--- src/rtl/approx_mult_pkg.sv ---
// rtl/approx_mult_pkg.sv - shared constants and helpers for the approximate multiplier
// Contents:
//   Q_LL/Q_LH/Q_HL/Q_HH  quadrant indices (A half x B half)
//   NQ                   number of quadrants
//   term_shift()         left shift that aligns a quadrant product in the full result
package approx_mult_pkg;

  localparam int Q_LL = 0;  // A_lo x B_lo
  localparam int Q_LH = 1;  // A_lo x B_hi
  localparam int Q_HL = 2;  // A_hi x B_lo
  localparam int Q_HH = 3;  // A_hi x B_hi
  localparam int NQ   = 4;

  // Cross products sit one half up, the high x high product two halves up.
  function automatic int term_shift(input int q, input int h);
    int sh;
    sh = h;
    if (q == Q_LL) sh = 0;
    if (q == Q_HH) sh = 2 * h;
    return sh;
  endfunction

endpackage

--- src/rtl/approx_quad_mult.sv ---
// rtl/approx_quad_mult.sv - one H x H quadrant product with optional low-bit truncation
// Ports:
//   a       in  H    operand half from A
//   b       in  H    operand half from B
//   approx  in  1    1 = zero the low TRUNC bits of the product
//   p       out 2H   quadrant product
module approx_quad_mult #(
  parameter int H     = 4,
  parameter int TRUNC = 2
) (
  input  logic [H-1:0]   a,
  input  logic [H-1:0]   b,
  input  logic           approx,
  output logic [2*H-1:0] p
);

  localparam logic [2*H-1:0] KEEP_MASK = {(2*H){1'b1}} << TRUNC;

  logic [2*H-1:0] full;

  assign full = (2*H)'(a) * (2*H)'(b);
  assign p    = approx ? (full & KEEP_MASK) : full;

endmodule

--- src/rtl/approx_mult_pipe.sv ---
// rtl/approx_mult_pipe.sv - three-stage W x W approximate multiplier with valid/ready stream
// Ports:
//   clk, rst    clock, synchronous active-high reset
//   in_valid    in  1    input transaction valid
//   in_ready    out 1    input accepted this cycle
//   in_a, in_b  in  W    operands
//   in_mode     in  4    per-quadrant truncation enable (index = quadrant)
//   in_loa      in  1    1 = lower-part-OR final adder
//   out_valid   out 1    result valid
//   out_ready   in  1    downstream accepts result
//   out_r       out 2W   product
//   approx_cnt  out 32   delivered results that had any approximation enabled
module approx_mult_pipe
  import approx_mult_pkg::*;
#(
  parameter int W        = 8,
  parameter int TRUNC    = 2,
  parameter int LOA_BITS = 6
) (
  input  logic            clk,
  input  logic            rst,
  input  logic            in_valid,
  output logic            in_ready,
  input  logic [W-1:0]    in_a,
  input  logic [W-1:0]    in_b,
  input  logic [3:0]      in_mode,
  input  logic            in_loa,
  output logic            out_valid,
  input  logic            out_ready,
  output logic [2*W-1:0]  out_r,
  output logic [31:0]     approx_cnt
);

  localparam int H  = W / 2;
  localparam int RW = 2 * W;
  // Selects the result bits formed by OR in LOA mode; all-zero when LOA_BITS = 0.
  localparam logic [RW-1:0] LOA_MASK = ~({RW{1'b1}} << LOA_BITS);

  // One stall signal for the whole pipe: everything moves unless the output is blocked.
  logic en;

  // S1: operands and controls
  logic           v1_q;
  logic [W-1:0]   a_q, b_q;
  logic [3:0]     mode_q;
  logic           loa1_q;

  // S2: quadrant products
  logic           v2_q;
  logic [2*H-1:0] p_d [NQ];
  logic [2*H-1:0] p_q [NQ];
  logic           loa2_q;
  logic           apx2_q;

  // S3: result
  logic           v3_q;
  logic           apx3_q;
  logic [RW-1:0]  r_d, r_q;
  logic [31:0]    cnt_d, cnt_q;

  assign en        = !v3_q || out_ready;
  assign in_ready  = en && !rst;
  assign out_valid = v3_q;
  assign out_r     = r_q;
  assign approx_cnt = cnt_q;

  // Quadrant q takes A's high half when q[1] is set and B's high half when q[0] is set.
  for (genvar gq = 0; gq < NQ; gq++) begin : g_quad
    localparam int A_OFS = (gq / 2) * H;
    localparam int B_OFS = (gq % 2) * H;

    approx_quad_mult #(
      .H     (H),
      .TRUNC (TRUNC)
    ) u_quad (
      .a      (a_q[A_OFS +: H]),
      .b      (b_q[B_OFS +: H]),
      .approx (mode_q[gq]),
      .p      (p_d[gq])
    );
  end

  // Final adder: exact sum, or OR'd low part with an independent high-part sum.
  always_comb begin
    logic [RW-1:0] term;
    logic [RW-1:0] exact_sum;
    logic [RW-1:0] hi_sum;
    logic [RW-1:0] lo_or;
    term      = '0;
    exact_sum = '0;
    hi_sum    = '0;
    lo_or     = '0;
    for (int q = 0; q < NQ; q++) begin
      term      = RW'(p_q[q]) << term_shift(q, H);
      exact_sum = exact_sum + term;
      hi_sum    = hi_sum + (term >> LOA_BITS);
      lo_or     = lo_or | term;
    end
    r_d = loa2_q ? ((hi_sum << LOA_BITS) | (lo_or & LOA_MASK)) : exact_sum;
  end

  always_comb begin
    cnt_d = cnt_q;
    if (v3_q && out_ready && apx3_q) begin
      cnt_d = cnt_q + 32'd1;
    end
  end

  always_ff @(posedge clk) begin
    if (rst) begin
      v1_q   <= 1'b0;
      a_q    <= '0;
      b_q    <= '0;
      mode_q <= '0;
      loa1_q <= 1'b0;
      v2_q   <= 1'b0;
      for (int q = 0; q < NQ; q++) begin
        p_q[q] <= '0;
      end
      loa2_q <= 1'b0;
      apx2_q <= 1'b0;
      v3_q   <= 1'b0;
      apx3_q <= 1'b0;
      r_q    <= '0;
      cnt_q  <= '0;
    end else begin
      cnt_q <= cnt_d;
      if (en) begin
        v1_q   <= in_valid && in_ready;
        a_q    <= in_a;
        b_q    <= in_b;
        mode_q <= in_mode;
        loa1_q <= in_loa;

        v2_q <= v1_q;
        for (int q = 0; q < NQ; q++) begin
          p_q[q] <= p_d[q];
        end
        loa2_q <= loa1_q;
        apx2_q <= (mode_q != 4'd0) || loa1_q;

        v3_q   <= v2_q;
        apx3_q <= apx2_q;
        // Bubbles advance the valid bit but leave the last result on out_r.
        if (v2_q) begin
          r_q <= r_d;
        end
      end
    end
  end

endmodule

--- config.mk ---
export PLATFORM = sky130hd
export DESIGN_NAME = approx_mult_pipe
export DESIGN_NICKNAME = d
export VERILOG_FILES = /design/src/rtl/approx_mult_pkg.sv /design/src/rtl/approx_quad_mult.sv /design/src/rtl/approx_mult_pipe.sv
export SDC_FILE = /design/constraint.sdc
export NUM_CORES = 1
export LEC_CHECK = 0
export CORE_ASPECT_RATIO = 1.1
export CORE_MARGIN = 2
export CORE_UTILIZATION = 60
export CTS_CLUSTER_SIZE = 30
export DETAILED_ROUTE_END_ITERATION = 6
export GPL_ROUTABILITY_DRIVEN = 0
export PLACE_DENSITY_LB_ADDON = 0.2
export RECOVER_POWER = 50
export SLEW_MARGIN = 10
export SYNTH_ARGS = -nofsm -noshare
export SYNTH_HDL_FRONTEND = slang
export SYNTH_SLANG_ARGS = --single-unit
--- constraint.sdc ---
create_clock -name clk -period 8.4 [get_ports clk]
set_input_delay 0.84 -clock clk [delete_from_list [all_inputs] [get_ports clk]]
set_output_delay 0.84 -clock clk [all_outputs]
set_load 0.03 [all_outputs]
==> impl_metrics.py, run 1 <==
metrics = {
    "run_status": {
        "status": "completed",
    },
    "finish": {
        "final_cells": 900,
        "final_nets": 856,
        "syn2layout_area_growth_pct": 16.22,
        "final_common_cell": "dfxtp_1",
        "drive_gt1_frac": 0.04250,
        "mostFrequentLayoutCells": "dfxtp_1, ha_1, and2_1, nor2_1, nand2_1",
        "n_fill_cell": 832,
        "multi_input_area_sq_mm": 0.003882,
        "seq_area_sq_mm": 0.002462,
        "n_antenna_cell": 0,
    },
    "route": {
        "ant_nets": 0,
        "wl_um": 13480,
        "via_per_inst": 5.793,
        "drc_errors": 0,
        "drt_first_pass_iters": 6,
        "wire_per_inst_um": 14.98,
        "vias": 5214,
        "first_iter_violations": 237,
    },
    "pwr": {
        "leakage_nw": 3.464,
        "powerDensity_mw_per_mm2": 140.2,
        "vdd.ir_drop.worst_v": 0.00009483,
    },
    "yosys": {
        "synth_area_sq_mm": 0.006628,
        "synth_nets": 795,
        "yosys_warnings": 0,
        "synth_ff_type": "dfxtp_1",
        "yosys-top-cells-area": "dfxtp_1, edfxtp_1, ha_1",
        "syn_inst": 687,
        "synth_edf_count": 32,
        "post_synth_num_cell_types": 58,
        "synth_seq_cells": 107,
        "async_flop_share": 0,
        "avgSynthCellArea_sq_um": 9.647,
        "synth-seq-area-share": 0.3715,
        "synth.largest_area_cell": "dfxtp_1",
        "synth.top_cell.area_share": 0.2265,
    },
    "worst_setup_path": {
        "cp-end-kind": "primary output",
        "cpMostUsedCell": "nand2b_1",
        "regToRegSetupSlack_ns": 5.22,
        "required_ns": 7.56,
        "rr_worst_depth": 9,
        "r2r-end": "p_q[0][6]",
        "critPathMaxFanout": 44,
        "r2r_start": "a_q[0]",
        "critical_path_class": "input pin to primary output",
        "crit_path_start_kind": "input pin",
        "arrival_ns": 4.24,
        "max_stage_delay_ns": 0.87,
        "cp_cell_sequence": "dlygate4sd3_1 -> nand2b_1 -> nand2b_1 -> clkbuf_1 -> inv_1 -> clkdlybuf4s50_1",
        "critPathSlowestCell": "inv_1",
    },
    "cts": {
        "clockBufferDepth": 2,
        "cts.sink_count": 107,
        "tritoncts": "yes",
        "clk_pin_slew_ns": 0.07,
        "cts.repair.resized": 0,
        "htreeDepth": 3,
        "cts_inserted_buffers": 9,
        "cts-hold-fix-buffers": 0,
        "post_cts_buffers": 0,
        "root_buffer": "clkbuf_16",
        "clk_latency_ns": 0.35,
    },
    "sta": {
        "hold_violations": 0,
        "setup_violations": 0,
        "worst_pin_slew_ns": 1.285,
        "period_minus_slack_ns": 5.077,
        "rsz0062_at_grt": "false",
        "slew_headroom": 0.1422,
        "slew_violations": 0,
        "min_period_over_period": 0.6044,
        "fmax_ghz": 0.1970,
        "fin_skew_ns": 0.008783,
        "tns_ns": 0,
    },
    "worst_hold_path": {
        "min-delay-path-class": "register to register",
        "hp-start": "apx2_q",
        "whs_path_depth": 2,
        "holdPathEnd": "apx2_q",
    },
    "floorplanning": {
        "ios": 75,
        "die_h_um": 114.2,
        "die_w_um": 104.2,
        "rows": 40,
        "core_sq_mm": 0.01086,
        "dieArea_sq_mm": 0.01190,
        "initial_core_util": 0.6103,
    },
    "grt": {
        "grt.total_usage": 0.2353,
        "grt_max_degree": 70,
        "grt_first_pass_wirelength_um": 23020,
        "grt_pass1_vias": 5097,
        "antenna_found_initial": 0,
        "overflow": 0,
    },
    "placement": {
        "dp_cells": 884,
        "dpl.hpwl_um": 10340,
        "port_buffers": 74,
    },
    "run": {
        "drv_cap": 0,
    },
}
[registers in the layout, indices dropped and copies added (netlist names)]
| name | count |
|---|---|
| loa2_q | 1 |
| a_q | 8 |
| b_q | 8 |
| apx2_q | 1 |
| approx_cnt | 32 |
| v2_q | 1 |
| apx3_q | 1 |
| p_q | 32 |
| loa1_q | 1 |
| v1_q | 1 |
| out_r | 16 |
| mode_q | 4 |
| out_valid | 1 |
[routing by layer]
metal	track usage	part of all wire	up-vias
li1	-	-	2567
met1	0.2668	0.42	2454
met2	0.4360	0.50	157
met3	0.03643	0.043	36
met4	0.1117	0.033	0
met5	0	0	-
[critical path: cells and delay by family]
family                 cells  cell delay [ns]
buffers and inverters      4             3.01
AND/OR/NAND/NOR            2             0.38
[synth_stat cells, drive strengths merged, types with 3 or more instances]
cell type / count
xor2: 5
nand2: 51
a211oi: 7
mux2: 14
o21ai: 15
nor4: 11
and2: 56
o31ai: 3
nor2b: 19
nor3b: 9
buf: 6
nor2: 53
or3: 13
nand3: 19
nand2b: 6
edfxtp: 32
or4: 5
a21o: 9
xnor2: 14
o211ai: 4
inv: 40
dfxtp: 75
and4: 3
a21oi: 30
mux2i: 5
nor3: 17
a22o: 26
nand4b: 3
clkbuf: 21
nand4: 7
fa: 26
ha: 57
[cell families after synthesis]
family,after synthesis,share of synthesized area
flops,107,0.3715
mux,19,0.03134
xor+xnor,19,0.02511
simple gates,283,0.2324
fa+ha+maj,83,0.1861
buf+inv,67,0.04059
compound gates,109,0.1129
[stage by stage]
stage          hold slack (ns)  area [sq um]  setup slack (ns)  utilization  total power, mW
2_1_floorplan           0.4227          6628             5.450            -           0.6585
3_3_place_gp            0.4356          7453             4.308       0.6863           0.6957
3_5_place_dp            0.4399          7453             4.249       0.6863           0.7015
4_1_cts                 0.4510          7722             4.238       0.7111            1.084
5_1_grt                 0.4824          7702             3.083       0.7092            1.123
6_report                0.4513          7702             3.323       0.7092            1.080
[where the power goes]
group | total (mW) | switching, mW | internal [mW] | leakage [nW]
combinational | 0.119 | 0.0647 | 0.0547 | 2.33
clock | 0.390 | 0.188 | 0.203 | 0.130
sequential | 0.570 | 0.0207 | 0.549 | 0.999
total | 1.08 | 0.273 | 0.807 | 3.46
[worst max-delay path by stage]
stage	from	endpoint	slack [ns]	depth (start not counted)
2_1_floorplan	a_q[0]	p_q[0][6]	5.45	10
3_3_place_gp	out_ready	in_ready	4.31	6
3_5_place_dp	out_ready	in_ready	4.25	6
4_1_cts	out_ready	in_ready	4.24	6
5_1_grt	out_ready	in_ready	3.08	6
6_report	out_ready	in_ready	3.32	6
[area by class of cell]
class,count,share of cell area
clock inverters,5,0.004711
well taps,147,0.02388
clock buffers,11,0.03021
multi-input cells,513,0.5041
flip-flops and latches,107,0.3197
inverters,40,0.01949
repair buffers,77,0.09795
(Power assumes the default switching activity.)
==> inputs of run 2 (changes only) <==
--- a/config.mk
+++ b/config.mk
@@ -7,7 +7,7 @@
 export LEC_CHECK = 0
 export CORE_ASPECT_RATIO = 1.1
 export CORE_MARGIN = 2
-export CORE_UTILIZATION = 60
+export CORE_UTILIZATION = 52
 export CTS_CLUSTER_SIZE = 30
 export DETAILED_ROUTE_END_ITERATION = 6
 export GPL_ROUTABILITY_DRIVEN = 0
==> constraint.sdc (replaced) <==
create_clock -name clk -period 4.4 [get_ports clk]
set_input_delay 0.44 -clock clk [delete_from_list [all_inputs] [get_ports clk]]
set_output_delay 0.44 -clock clk [all_outputs]
set_load 0.03 [all_outputs]
==> run 2 against run 1 <==
Net effect:
- routed wire length grew 2.9%
- flip-flop and latch count is the same
- first-iteration DRC count grew 27%
- final cell count grew 1.2%
- clock skew shrank 0.0017 ns
- die area grew 15%
- global-route usage shrank 2.7 points
- worst hold slack gained 0.0038 ns
- critical path type unchanged
- critical endpoint unchanged
- highest routed layer unchanged
==> impl_metrics.py, run 2 (synthesis results as in run 1) <==
metrics = {
    "run_status": {
        "status": "completed",
    },
    "worst_setup_path": {
        "arrival_ns": 3.09,
        "critPathMaxFanout": 24,
        "crit_path_start_kind": "input pin",
        "cpMostUsedCell": "nand2b_1",
        "critical_path_class": "input pin to primary output",
        "cp_cell_sequence": "dlygate4sd3_1 -> nand2b_1 -> nand2b_1 -> clkbuf_1 -> inv_1 -> clkdlybuf4s50_1",
        "cp-end-kind": "primary output",
        "regToRegSetupSlack_ns": 1.24,
        "max_stage_delay_ns": 0.81,
        "required_ns": 3.96,
        "critPathSlowestCell": "clkbuf_1",
    },
    "grt": {
        "overflow": 0,
        "grt_first_pass_wirelength_um": 23250,
        "grt.total_usage": 0.2079,
        "grt_pass1_vias": 4999,
        "antenna_found_initial": 0,
        "grt_max_degree": 69,
    },
    "finish": {
        "n_fill_cell": 1069,
        "n_antenna_cell": 0,
        "drive_gt1_frac": 0.04642,
        "final_common_cell": "dfxtp_1",
        "final_nets": 857,
        "mostFrequentLayoutCells": "dfxtp_1, ha_1, and2_1, nor2_1, nand2_1",
        "finalInstanceArea_sq_mm": 0.007764,
        "syn2layout_area_growth_pct": 17.14,
    },
    "sta": {
        "slew_violations": 0,
        "slew_headroom": 0.2742,
        "period_minus_slack_ns": 3.532,
        "fmax_ghz": 0.2831,
        "worst_pin_slew_ns": 1.082,
        "setup_violations": 0,
        "rsz0062_at_grt": "false",
        "hold_violations": 0,
        "tns_ns": 0,
        "min_period_over_period": 0.8028,
        "fin_skew_ns": 0.007081,
    },
    "route": {
        "ant_nets": 0,
        "wire_per_inst_um": 15.22,
        "drt_first_pass_iters": 4,
        "drc_errors": 0,
        "first_iter_violations": 301,
        "wl_um": 13870,
        "route.met2.wl_um": 6903,
        "vias": 5089,
        "via_per_inst": 5.586,
        "top_layer_used": "met4",
        "wl_met3_um": 528,
        "routedLengthMet1_um": 6169,
    },
    "placement": {
        "dpl.hpwl_um": 10420,
        "port_buffers": 74,
        "placed_area_sq_mm": 0.007473,
    },
    "cts": {
        "cts-hold-fix-buffers": 0,
        "post_cts_buffers": 0,
        "clk_latency_ns": 0.35,
        "cts.sink_count": 107,
        "cts.repair.resized": 0,
        "clockBufferDepth": 2,
        "clk_pin_slew_ns": 0.07,
        "cts_inserted_buffers": 9,
        "htreeDepth": 3,
        "tritoncts": "yes",
        "root_buffer": "clkbuf_16",
    },
    "pwr": {
        "powerDensity_mw_per_mm2": 277.4,
        "leakage_nw": 3.486,
        "vdd.ir_drop.worst_v": 0.0001638,
    },
    "floorplanning": {
        "die_h_um": 122.4,
        "core_sq_mm": 0.01254,
        "dieArea_sq_mm": 0.01367,
        "ios": 75,
        "initial_core_util": 0.5287,
        "die_w_um": 111.6,
        "rows": 43,
    },
    "run": {
        "drv_cap": 0,
    },
    "worst_hold_path": {
        "min-delay-path-class": "register to register",
    },
}
-- run 2: path summary, 6_finish.rpt --
kind	startpoint	end	depth (start not counted)
max	out_ready	in_ready	6
min	apx2_q	apx2_q	2
max reg2reg	a_q[4]	p_q[2][6]	9
min reg2reg	apx2_q	apx2_q	2
-- run 2: final cells by class --
type / instances / area [sq um] / share of cell area
Multi-Input combinational cell: 513 / 3882 / 0.5001
Sequential cell: 107 / 2462 / 0.3172
Clock buffer: 10 / 239.0 / 0.03078
Clock inverter: 6 / 71.32 / 0.009186
Tap cell: 157 / 196.4 / 0.02530
Timing Repair Buffer: 78 / 762.0 / 0.09815
Inverter: 40 / 150.1 / 0.01934
-- run 2: per-stage QoR --
stage / setup WS, ns / utilization / hold WS, ns / instances / power [mW]
2_1_floorplan: 1.450 / - / 0.4227 / 687 / 1.257
3_3_place_gp: 1.433 / 0.5962 / 0.4331 / 895 / 1.334
3_5_place_dp: 1.296 / 0.5962 / 0.4419 / 895 / 1.340
4_1_cts: 1.275 / 0.6209 / 0.4525 / 911 / 2.166
5_1_grt: 0.6897 / 0.6193 / 0.4861 / 911 / 2.239
6_report: 0.8675 / 0.6193 / 0.4551 / 911 / 2.154
-- run 2: routing by layer --
layer | global-route usage | vias to the layer above
li1 | - | 2563
met1 | 0.2566 | 2405
met2 | 0.3746 | 99
met3 | 0.02519 | 22
met4 | 0.07793 | 0
met5 | 0 | -
-- run 2: power breakdown --
part           switching (mW)  leakage [nW]  internal, mW  total [mW]
sequential             0.0385         0.999          1.05        1.09
combinational           0.124          2.34         0.104       0.228
clock                   0.375         0.148         0.463       0.838
-- run 2: worst max-delay path: cells and delay by family --
family	cells	cell delay (ns)
buf+inv	4	2.23
simple gates	2	0.41
==> inputs of run 3 (changes only) <==
==> constraint.sdc (replaced) <==
create_clock -name clk -period 3 [get_ports clk]
set_input_delay 0.3 -clock clk [delete_from_list [all_inputs] [get_ports clk]]
set_output_delay 0.3 -clock clk [all_outputs]
set_load 0.03 [all_outputs]
==> run 3 against run 2 <==
Net effect:
- design area is 0.97% higher
- sequential power is 46% higher
- clock skew is 0.0038 ns higher
- first-iteration DRC count is 4.7% lower
- global-route usage is 0.37 points higher
- combinational power is 55% higher
- non-clock buffer count is 11 higher
- routed wire length is 1.6% higher
- final cell count is 1.2% higher
- critical path type is now register to register
==> impl_metrics.py, run 3 (synthesis results as in run 1) <==
metrics = {
    "sta": {
        "setup_violations": 0,
        "min_period_over_period": 0.9589,
        "hold_violations": 0,
        "fin_skew_ns": 0.01089,
        "worst_pin_slew_ns": 0.7563,
        "fin_ws_ns": 0.1234,
        "rsz0062_at_grt": "false",
        "slew_violations": 0,
        "fmax_ghz": 0.3476,
        "tns_ns": 0,
        "period_minus_slack_ns": 2.877,
        "slew_headroom": 0.4958,
    },
    "finish": {
        "multi_input_area_sq_mm": 0.003895,
        "finalInstanceArea_sq_mm": 0.007839,
        "syn2layout_area_growth_pct": 18.27,
        "final_nets": 868,
        "n_antenna_cell": 0,
        "n_fill_cell": 1050,
        "final_common_cell": "dfxtp_1",
        "final_cells": 922,
        "seq_area_sq_mm": 0.002482,
        "mostFrequentLayoutCells": "dfxtp_1, ha_1, and2_1, nor2_1, nand2_1",
        "drive_gt1_frac": 0.08235,
        "fin_util": 0.6253,
    },
    "worst_setup_path": {
        "rr_worst_depth": 9,
        "crit_path_start_kind": "register",
        "cp-end-kind": "register",
        "cpMostUsedCell": "fa_1",
        "cp_cell_sequence": "nand2_1 -> fa_1 -> fa_1 -> inv_1 -> fa_1 -> a21o_1 -> a21oi_1 -> xor2_1 -> nor2_1",
        "critPathSlowestCell": "fa_1",
        "critPathMaxFanout": 9,
        "critical_path_class": "register to register",
        "arrival_ns": 2.99,
        "max_stage_delay_ns": 0.54,
        "required_ns": 3.11,
    },
    "run": {
        "drv_cap": 0,
    },
    "worst_hold_path": {
        "whs_path_depth": 2,
        "min-delay-path-class": "input pin to register",
    },
    "floorplanning": {
        "rows": 43,
        "die_h_um": 122.4,
        "die_w_um": 111.6,
        "initial_core_util": 0.5287,
        "core_sq_mm": 0.01254,
        "dieArea_sq_mm": 0.01367,
        "ios": 75,
    },
    "cts": {
        "root_buffer": "clkbuf_16",
        "clockBufferDepth": 2,
        "cts-hold-fix-buffers": 0,
        "clk_latency_ns": 0.36,
        "clk_pin_slew_ns": 0.07,
        "cts.sink_count": 107,
        "htreeDepth": 3,
        "tritoncts": "yes",
        "cts_inserted_buffers": 9,
    },
    "route": {
        "wire_per_inst_um": 15.28,
        "drc_errors": 0,
        "first_iter_violations": 287,
        "ant_nets": 0,
        "drt_first_pass_iters": 4,
        "via_per_inst": 5.614,
        "vias": 5176,
        "wl_um": 14090,
    },
    "placement": {
        "pre_cts_ws_ns": -0.04897,
        "dp_cells": 906,
        "dpl.hpwl_um": 10550,
        "placed_area_sq_mm": 0.007553,
        "port_buffers": 74,
    },
    "pwr": {
        "swShare": 0.2598,
        "seqPwrFrac": 0.519,
        "leakage_nw": 3.490,
        "internal_power_mw": 2.269,
        "combPwrFrac": 0.116,
        "powerDensity_mw_per_mm2": 391.2,
        "vdd.ir_drop.worst_v": 0.0002894,
        "power_frac_clock": 0.366,
        "power.switching_uw": 796.7,
    },
    "grt": {
        "antenna_found_initial": 0,
        "grt.total_usage": 0.2116,
        "grt_max_degree": 59,
        "overflow": 0,
        "grt_pass1_vias": 5032,
        "grt_first_pass_wirelength_um": 23380,
    },
    "run_status": {
        "status": "completed",
    },
}
[run 3: cell types whose count changed in the layout (fill, tap and decap cells not counted), sizes merged, moves of 2 or more]
cell	change
buf	+11
dlygate4sd3	-12
clkinv	+2
clkdlybuf4s50	+11
[run 3: layout make-up]
| type | instances | share of cell area |
|---|---|---|
| clock buffer | 9 | 0.02873 |
| multi-input combinational | 513 | 0.4969 |
| timing repair buffer | 89 | 0.1071 |
| sequential | 107 | 0.3167 |
| inverter | 40 | 0.01915 |
| clock inverter | 7 | 0.006385 |
| tap | 157 | 0.02506 |
[run 3: timing repair]
action / 4_1_cts / 5_1_grt
pin swaps: 0 / 0
setup buffers: 0 / 0
endpoints found under the setup margin: 2 / 10
resized for setup: 4 / 14
[run 3: worst max-delay path, delay by kind of cell, from the launching register on]
kind	cells	cell delay, ns
XOR/XNOR	1	0.17
AND/OR/NAND/NOR	2	0.14
AO/OA/AOI/OAI	2	0.35
buffers and inverters	1	0.07
flip-flops	1	0.40
adder cells (fa/ha/maj)	3	1.50
[run 3: per-stage QoR]
stage | hold WS [ns] | power, mW
final | 0.2597 | 3.066
after global routing | 0.2721 | 3.204
after CTS | 0.2580 | 3.096
after detailed placement | 0.4447 | 1.976
after global placement | 0.4369 | 1.968
after floorplan | 0.4227 | 1.844
[run 3: power by group through the flow]
stage                     Sequential [mW]  Clock [mW]  Combinational [mW]
after floorplan                      1.62           0               0.223
after global placement               1.62           0               0.348
after detailed placement             1.62           0               0.354
after global routing                 1.60        1.21               0.398
final                                1.59        1.12               0.354
after CTS                            1.59        1.15               0.359
[run 3: path summary, 6_finish.rpt]
path              slack [ns]    from        end
hold reg to reg         0.45  apx2_q     apx2_q
setup reg to reg        0.12  a_q[1]  p_q[1][6]
hold / removal          0.26     rst  out_r[12]
setup / recovery        0.12  a_q[1]  p_q[1][6]
[run 3: metal layers]
metal	routed length [um]	global-route usage
met5	0	0
met1	6277	0.2528
met4	240	0.08256
met2	7098	0.3811
met3	476	0.03704
